### config.mk
export PLATFORM = sky130hd
export DESIGN_NAME = uart_rx_buffer_flat
export DESIGN_NICKNAME = d
export VERILOG_FILES = /design/src/rtl/uart_rx_buffer_pkg.sv /design/src/rtl/uart_rx_buffer_if.sv /design/src/rtl/uart_rx_buffer_sync_edge_detect.sv /design/src/rtl/uart_rx_buffer.sv /design/src/flat_wrapper.sv
export SDC_FILE = /design/constraint.sdc
export NUM_CORES = 1
export LEC_CHECK = 0
export ABC_AREA = 1
export CAP_MARGIN = 5
export CORE_MARGIN = 1
export CORE_UTILIZATION = 45
export CTS_CLUSTER_DIAMETER = 200
export CTS_CLUSTER_SIZE = 10
export DETAILED_ROUTE_END_ITERATION = 16
export PLACE_DENSITY = 0.61
export SLEW_MARGIN = 20
export SYNTH_ARGS = -nofsm -noshare
export SYNTH_HDL_FRONTEND = slang
export SYNTH_SLANG_ARGS = --single-unit
### constraint.sdc
create_clock -name clk -period 2 [get_ports clk]
set_clock_uncertainty 0.05 [all_clocks]
set_input_delay 0.4 -clock clk [delete_from_list [all_inputs] [get_ports clk]]
set_output_delay 0.4 -clock clk [all_outputs]
set_load 0.03 [all_outputs]
### src/rtl/uart_rx_buffer_pkg.sv
// Shared definitions for the UART receive path: byte width, buffer defaults,
// the armed-flag state type and a depth helper used by the FIFO.
package uart_rx_buffer_pkg;

   localparam int UART_BYTE_W         = 8;
   localparam int DBIT_DEFAULT        = UART_BYTE_W;
   localparam int ADDR_W_DEFAULT      = 4;
   localparam int SYNC_STAGES_DEFAULT = 2;

   typedef enum logic {
      DISARMED = 1'b0,
      ARMED    = 1'b1
   } arm_state_t;

   function automatic int fifo_depth(input int addr_w);
      return 1 << addr_w;
   endfunction

endpackage

### src/rtl/uart_rx_buffer_if.sv
// Bundle of the receiver-facing and CPU-facing signals of the receive buffer.
// The buffer itself connects through the slave modport.
interface uart_rx_buffer_if #(
   parameter int DBIT   = 8,
   parameter int ADDR_W = 4
);

   logic              rx_done;
   logic [DBIT-1:0]   rx_dato_out;
   logic              rd;
   logic              clr_overrun;
   logic [DBIT-1:0]   r_data;
   logic              rx_empty;
   logic              rx_full;
   logic              overrun;
   logic [ADDR_W:0]   count;

   modport master (
      output rx_done, rx_dato_out, rd, clr_overrun,
      input  r_data, rx_empty, rx_full, overrun, count
   );

   modport slave (
      input  rx_done, rx_dato_out, rd, clr_overrun,
      output r_data, rx_empty, rx_full, overrun, count
   );

endinterface

### src/rtl/uart_rx_buffer_sync_edge_detect.sv
// Brings an asynchronous level onto clk through a flop chain and emits a
// one-cycle pulse on each rising edge. Pulses are only produced once the
// synchronized level has been seen low after reset, so a level that is
// already high when reset releases is never mistaken for an edge.
module sync_edge_detect
   import uart_rx_buffer_pkg::*;
#(
   parameter int SYNC_STAGES = SYNC_STAGES_DEFAULT
) (
   input  logic clk,
   input  logic rst_n,
   input  logic async_in,
   output logic pulse
);

   logic [SYNC_STAGES-1:0] sync_q;
   logic [SYNC_STAGES-1:0] fill_q;
   logic                   s_sync;
   logic                   s_prev;
   logic                   sync_valid;
   arm_state_t             arm_q;
   arm_state_t             arm_d;

   assign s_sync     = sync_q[SYNC_STAGES-1];
   assign sync_valid = fill_q[SYNC_STAGES-1];

   // Shift the async level through the synchronizer, track when the chain
   // holds real samples rather than reset zeros, and keep one history flop.
   always_ff @(posedge clk or negedge rst_n) begin
      if (!rst_n) begin
         sync_q <= '0;
         fill_q <= '0;
         s_prev <= 1'b0;
      end else begin
         sync_q <= {sync_q[SYNC_STAGES-2:0], async_in};
         fill_q <= {fill_q[SYNC_STAGES-2:0], 1'b1};
         s_prev <= s_sync;
      end
   end

   // Armed flag register; reset leaves the detector disarmed.
   always_ff @(posedge clk or negedge rst_n) begin
      if (!rst_n) begin
         arm_q <= DISARMED;
      end else begin
         arm_q <= arm_d;
      end
   end

   // Arm on the first genuine low sample, then pulse on every rising edge.
   always_comb begin
      arm_d = arm_q;
      pulse = 1'b0;
      if (arm_q == DISARMED && sync_valid && !s_sync) begin
         arm_d = ARMED;
      end
      if (arm_q == ARMED && s_sync && !s_prev) begin
         pulse = 1'b1;
      end
   end

endmodule

### src/rtl/uart_rx_buffer.sv
// Receive buffer behind the UART receiver: synchronizes the done tick,
// captures each byte into a show-ahead FIFO and reports occupancy and a
// sticky overrun flag to the reading side.
module uart_rx_buffer
   import uart_rx_buffer_pkg::*;
#(
   parameter int DBIT        = DBIT_DEFAULT,
   parameter int ADDR_W      = ADDR_W_DEFAULT,
   parameter int SYNC_STAGES = SYNC_STAGES_DEFAULT
) (
   input  logic           clk,
   input  logic           rst_n,
   uart_rx_buffer_if.slave bus
);

   localparam int            DEPTH      = fifo_depth(ADDR_W);
   localparam logic [ADDR_W:0] FULL_COUNT = (ADDR_W + 1)'(DEPTH);

   logic [DBIT-1:0]   mem [DEPTH];
   logic [ADDR_W-1:0] wr_ptr;
   logic [ADDR_W-1:0] rd_ptr;
   logic [ADDR_W:0]   count_q;
   logic              overrun_q;

   logic push;
   logic pop;
   logic wr_en;
   logic overrun_set;
   logic empty;
   logic full;

   sync_edge_detect #(
      .SYNC_STAGES (SYNC_STAGES)
   ) u_done_edge (
      .clk      (clk),
      .rst_n    (rst_n),
      .async_in (bus.rx_done),
      .pulse    (push)
   );

   // Status flags and the push/pop decisions. A push into a full FIFO only
   // goes ahead when a pop frees the slot in the same cycle; otherwise the
   // byte is dropped and flagged.
   always_comb begin
      empty       = (count_q == '0);
      full        = (count_q == FULL_COUNT);
      pop         = bus.rd & ~empty;
      wr_en       = push & (~full | pop);
      overrun_set = push & full & ~pop;
   end

   // Pointers wrap naturally at the FIFO depth; occupancy only moves when
   // exactly one of push or pop happens.
   always_ff @(posedge clk or negedge rst_n) begin
      if (!rst_n) begin
         wr_ptr  <= '0;
         rd_ptr  <= '0;
         count_q <= '0;
      end else begin
         if (wr_en) begin
            wr_ptr <= wr_ptr + ADDR_W'(1);
         end
         if (pop) begin
            rd_ptr <= rd_ptr + ADDR_W'(1);
         end
         case ({wr_en, pop})
            2'b10:   count_q <= count_q + (ADDR_W + 1)'(1);
            2'b01:   count_q <= count_q - (ADDR_W + 1)'(1);
            default: count_q <= count_q;
         endcase
      end
   end

   // Sticky overrun: a dropped byte sets it and wins over a clear request.
   always_ff @(posedge clk or negedge rst_n) begin
      if (!rst_n) begin
         overrun_q <= 1'b0;
      end else if (overrun_set) begin
         overrun_q <= 1'b1;
      end else if (bus.clr_overrun) begin
         overrun_q <= 1'b0;
      end
   end

   // Byte storage; the receiver holds its data long after done rises, so the
   // byte is taken straight from rx_dato_out on the push edge.
   always_ff @(posedge clk) begin
      if (wr_en) begin
         mem[wr_ptr] <= bus.rx_dato_out;
      end
   end

   assign bus.r_data   = mem[rd_ptr];
   assign bus.rx_empty = empty;
   assign bus.rx_full  = full;
   assign bus.overrun  = overrun_q;
   assign bus.count    = count_q;

endmodule
### src/flat_wrapper.sv
// flat-port wrapper written by rule: the top's interface ports become plain ports
module uart_rx_buffer_flat import uart_rx_buffer_pkg::*;
#(
   parameter int DBIT        = DBIT_DEFAULT,
   parameter int ADDR_W      = ADDR_W_DEFAULT,
   parameter int SYNC_STAGES = SYNC_STAGES_DEFAULT
)
  (clk, rst_n, bus_rx_done, bus_rx_dato_out, bus_rd, bus_clr_overrun, bus_r_data, bus_rx_empty, bus_rx_full, bus_overrun, bus_count);
  uart_rx_buffer_if #(.DBIT(DBIT), .ADDR_W(ADDR_W)) bus_i ();
  input  logic clk;
  input  logic rst_n;
  input wire logic [$bits(bus_i.rx_done)-1:0] bus_rx_done;
  input wire logic [$bits(bus_i.rx_dato_out)-1:0] bus_rx_dato_out;
  input wire logic [$bits(bus_i.rd)-1:0] bus_rd;
  input wire logic [$bits(bus_i.clr_overrun)-1:0] bus_clr_overrun;
  output wire logic [$bits(bus_i.r_data)-1:0] bus_r_data;
  output wire logic [$bits(bus_i.rx_empty)-1:0] bus_rx_empty;
  output wire logic [$bits(bus_i.rx_full)-1:0] bus_rx_full;
  output wire logic [$bits(bus_i.overrun)-1:0] bus_overrun;
  output wire logic [$bits(bus_i.count)-1:0] bus_count;
  assign bus_i.rx_done = bus_rx_done;
  assign bus_i.rx_dato_out = bus_rx_dato_out;
  assign bus_i.rd = bus_rd;
  assign bus_i.clr_overrun = bus_clr_overrun;
  assign bus_r_data = bus_i.r_data;
  assign bus_rx_empty = bus_i.rx_empty;
  assign bus_rx_full = bus_i.rx_full;
  assign bus_overrun = bus_i.overrun;
  assign bus_count = bus_i.count;
  uart_rx_buffer #(.DBIT(DBIT), .ADDR_W(ADDR_W), .SYNC_STAGES(SYNC_STAGES)) u_core (.clk(clk), .rst_n(rst_n), .bus(bus_i));
endmodule
# --- Word-level counts from Yosys, hierarchy flattened ---
# Memories as Yosys holds them, arrays and structs flattened.
# Index checks and enable logic that the tools add are counted.
totals:
  memories: 1
  inputBits: 13
  mem_bits_rw: 128
  output_inout_bits: 16
  register_bits: 20
classes:
  bitwise: 9
  eq_ne: 3
  mux: 6
  add_sub_neg: 4
  reduce_logical: 9
memory_table:
  columns: ["memory", "depth", "word_bits", "rd", "rd_ports_with_merged_regs", "write_ports", "line", "rtl"]
  rows:
  - ["u_core.mem", 16, 8, 1, 0, 1, "uart_rx_buffer.sv:19", "logic [DBIT-1:0] mem [DEPTH];"]
ops:
  columns: ["op", "count"]
  rows:
  - ["$pmux 5 s2", 1]
  - ["$add 4x1->4 const B", 2]
  - ["$add 5x1->5 const B", 1]
  - ["$eq 5x5->1 const B", 1]
  - ["$logic_not 5->1", 1]
  - ["$mux 1", 5]
  - ["$sub 5x1->5 const B", 1]
  - ["$and 1x1->1", 4]
  - ["$logic_and 1x1->1", 4]
  - ["$not 1->1", 4]
  - ["$reduce_bool 2->1", 2]
  - ["$eq 2x1->1 const B", 1]
  - ["$eq 2x2->1 const B", 1]
  - ["$logic_not 1->1", 2]
  - ["$or 1x1->1", 1]

# --- Depth between registers and ports, before layout ---
depth:
  word_depth: 7
  mapped_depth: 14
  ltp_nobuf: 14

# --- By module ---
# From an unflattened synthesis, not the netlist that was laid out.
unflattened:
  cells_unflattened: 565
  hier_area_um2: 6399.9
by_module_without_submodules:
  columns: ["module", "seq_area_each_um2", "area_per_inst_um2", "cells_each", "n_inst"]
  rows:
  - ["uart_rx_buffer", 4194.0, 6221.0, 552, 1]
  - ["sync_edge_detect", 150.1, 178.9, 13, 1]

# --- Worst setup path before layout ---
# OpenSTA, ideal clock, no wires.
synth_timing:
  path_type: "register to register"
  from: "register u_core.count_q[0], in the netlist u_core.bus.count[0]"
  to: "register u_core.count_q[4], in the netlist u_core.bus.count[4]"
  setup_time_ns: 0.113
  stages_incl_launch_ff: 14
  required_ns: 1.837
  slack_ns: -0.147
  synth_period_minus_slack_ns: 2.147
  t_arrival_ns: 1.983
  path_cell_list: "dfrtp_1 nor2_2 nand3_1 nand3_1 inv_1 fa_1 nand3_1 nand2_1 nand3_1 nand2_1 nand2_1 nand2_1 nand2_1 inv_1"
synth_between:
  elab_chain_len: 7
synth_lines:
  columns: ["item", "line", "rtl"]
  rows:
  - ["start, declared", "uart_rx_buffer.sv:22", "logic [ADDR_W:0] count_q;"]
  - ["start signal, assigned", "uart_rx_buffer.sv:67", "2'b10: count_q <= count_q + (ADDR_W + 1)'(1);"]
  - ["start signal, assigned", "uart_rx_buffer.sv:68", "2'b01: count_q <= count_q - (ADDR_W + 1)'(1);"]
  - ["start signal, assigned", "uart_rx_buffer.sv:69", "default: count_q <= count_q;"]
  - ["$logic_not 5->1", "uart_rx_buffer.sv:45", "empty = (count_q == '0);"]
  - ["$not 1->1", "uart_rx_buffer.sv:47", "pop = bus.rd & ~empty;"]
  - ["$and 1x1->1", "uart_rx_buffer.sv:47", null]
  - ["$or 1x1->1", "uart_rx_buffer.sv:48", "wr_en = push & (~full | pop);"]
  - ["$and 1x1->1", "uart_rx_buffer.sv:48", null]
  - ["$eq 2x1->1 or $eq 2x2->1 (tied branches)", "uart_rx_buffer.sv:66", "case ({wr_en, pop})"]
  - ["$pmux 5 s2 or $reduce_bool 2->1 (tied branches)", null, null]
# Parallel ways exist; a longest one is shown, timed or not.
# A chain may end at the register's enable or synchronous reset.

# --- Final worst setup path ---
layout_timing:
  from: "register u_core.rd_ptr[0]"
  to: "output port bus_r_data[0]"
layout_between:
  elab_chain_len: 1
layout_lines:
  columns: ["item", "line", "rtl"]
  rows:
  - ["start, declared", "uart_rx_buffer.sv:21", "logic [ADDR_W-1:0] rd_ptr;"]
  - ["start signal, assigned", "uart_rx_buffer.sv:64", "rd_ptr <= rd_ptr + ADDR_W'(1);"]
  - ["$mem_v2 16x8", null, null]
  - ["end, declared", "flat_wrapper.sv:16", "output wire logic [$bits(bus_i.r_data)-1:0] bus_r_data;"]
# No other way between the ends.

==> reports/results.ini <==
[die]
die_w_um=118
ios=29
start_util_pct=46.0
die_y_um=118
core-area_um2=13200
dieArea_um2=14000
rows=42

[sta]
timing.hold.ws_ns=0.282
finalSetupViolations=8
fin_ws_ns=-0.318
post-route-period-util_pct=116
rsz0062_at_grt=true
finalHoldViolations=0
period_needed_ns=2.32
clock.fmax_mhz=431
slew_violations=0
relSlewSlack_pct=57.7
worstMarginPinSlew_ns=0.632

[cells_and_area]
multi_input_area_um2=1610
syn2layout_area_growth_pct=24.8
layout_commonest_cell=edfxtp_1
drive_gt1_share_pct=19.8
layout_common_cells=128 x edfxtp_1, 100 x nor2_1, 49 x o21ai_0
nets=601
post-route-util_pct=57.4
seqCellArea_um2=4350
num_antenna_cells=0
nFillCells=1091

[cts]
clk_latency_ns=0.42
clk_pin_slew_worst_paths_ns=0.06
clock_sinks=148
cts_max_path_buffers=2
cts_tree=yes
htree_levels=4
cts_buffers=17
cts-root-buf=clkbuf_16

[critical_path]
r2r_slack_ns=0.14
cp.required_ns=1.55
path_class=reg2out
r2r_start=u_core.bus.count[3]
crit_arrival_ns=1.87
r2r-end=u_core.bus.count[4]
cp-end-kind=primary output
path_max_fanout=17
cp-start-kind=register
rr_worst_depth=13

[outcome]
violations=negative setup slack
status=complete, but fails checks

[logic_synthesis]
synth_xor_area_share_pct=1.15
synthSimpleGateAreaFrac_pct=12.0
synthMuxAreaShare_pct=0
ys_seq_area_share_pct=71.3
synthCells=502
syn_nets=524
synth_top_family_by_area=simple AND/OR/NAND/NOR gates
synthAdderAreaFrac_pct=1.97
synth_compound_area_share_pct=9.96
ys_types=25
synth_area_um2=6090
yosys_warnings=0
ys_ff_latch=148
syn_area_per_cell_um2=12.1

[route]
ant_nets=0
drt_wl_total_mm=12.9
drcViolationCount=0
drt_first_pass_iters=5
vias=4037
drt-initial-drc-count=384
vias_per_cell=5.26
post_drt_wl_per_cell_um=16.8

[grt]
grt_usage_pct=19.5
grt_pass1_wl_mm=20.4
grt_max_degree=62
grt_pass1_vias=3931
antenna_found_initial=0
grt.overflow.total=0

[power]
total_power_mw=11.1
max-vdd-ir-drop_mv=0.882
p_leak_nw=2.82
p_per_area_nw_per_um2=1460

[worst_hold_path]
hold_class=in2async

[run]
drv_cap=0

[place]
gp_congestion=0.831
dpl.hpwl_mm=8.35
portBuffers=28

## layer usage
| layer | routed length (um) | GRT usage, % |
|---|---|---|
| met4 | 208 | 6.73 |
| met3 | 569 | 4.78 |
| met1 | 5490 | 24.5 |
| met5 | 0 | 0 |
| met2 | 6650 | 33.0 |
## flip-flops by register name (all words and copies together) (netlist names)
register                   flops
u_core.bus.count               5
u_core.bus.overrun             1
u_core.mem                   128
u_core.rd_ptr                  4
u_core.u_done_edge.arm_q       1
u_core.u_done_edge.fill_q      2
u_core.u_done_edge.s_prev      1
u_core.u_done_edge.sync_q      2
u_core.wr_ptr                  4
## cell usage after synthesis (all sizes together)
master / count / share of area [%]
conb: 1 / 0.062
nand2: 41 / 2.7
inv: 24 / 1.5
o22ai: 1 / 0.10
fa: 1 / 0.33
clkinv: 2 / 0.12
o211ai: 32 / 3.9
nand4: 2 / 0.21
edfxtp: 128 / 63
xor2: 8 / 1.2
buf: 15 / 1.4
nand3: 28 / 2.3
clkbuf: 9 / 0.58
nor2: 110 / 6.8
ha: 8 / 1.6
dfrtp: 20 / 8.2
a21oi: 5 / 0.41
o21ai: 67 / 5.5
## worst max-delay path by stage
stage                           to  slack, ns  cells past startpoint                start
2_1_floorplan  u_core.bus.count[4]      0.002                     13  u_core.bus.count[0]
4_1_cts              bus_r_data[4]      -0.32                      7     u_core.rd_ptr[0]
6_report             bus_r_data[0]      -0.32                      8     u_core.rd_ptr[0]
3_3_place_gp      u_core.mem[1][6]      -0.11                      8               bus_rd
5_1_grt              bus_r_data[5]      -0.43                      9     u_core.rd_ptr[0]
3_5_place_dp     u_core.mem[11][2]      -0.16                      8               bus_rd
## power by group
| part | switching, mW | leakage [nW] | internal [mW] |
|---|---|---|---|
| sequential | 0.178 | 1.38 | 3.63 |
| combinational | 2.71 | 1.17 | 1.77 |
| clock | 1.09 | 0.264 | 1.74 |
## per-stage QoR
step | setup TNS, ns | cells | setup slack (ns) | instance area [um^2]
after floorplan | 0 | 502 | 0.00216 | 6100
after global placement | -5.98 | 732 | -0.112 | 6870
after detailed placement | -11.81 | 732 | -0.158 | 6870
after CTS | -2.34 | 765 | -0.319 | 7480
after global routing | -3.32 | 768 | -0.428 | 7600
final | -2.41 | 768 | -0.318 | 7600
## layout make-up
type	count	share of cell area [%]
clock buffers	28	6.80
multi-input cells	304	21.1
inverters	26	1.38
clock inverters	4	0.296
flip-flops and latches	148	57.2
well taps	176	2.90
repair buffers	82	10.3
## kinds of logic (layout without fill, tap and decap cells)
group | count (synthesis) | in the layout
and+or+nand+nor | 181 | 181
xor gates and xnor gates | 8 | 8
DFF | 148 | 148
buffers and inverters | 50 | 140
adders and majority gates | 9 | 9
other | 1 | 1
AOI/OAI and AO/OA | 105 | 105
## worst max-delay path: stages, from the launching register on
cell and delay (ns):
dfrtp_2 0.46, clkinv_4 0.11, buf_4 0.13, buf_16 0.14, nor2_1 0.05, o211ai_1 0.17
nand3_1 0.14, nand2_2 0.12, buf_6 0.13
## what timing repair did
item                                    4_1_cts  5_1_grt
pin swaps                                    12       15
endpoints found under the setup margin       13       13
hold buffers                                  0        0
setup buffers                                 0        2
gates cloned                                  1        1
resized for setup                            22       33
endpoints found under the hold margin         0        0
(Power assumes the default switching activity.)
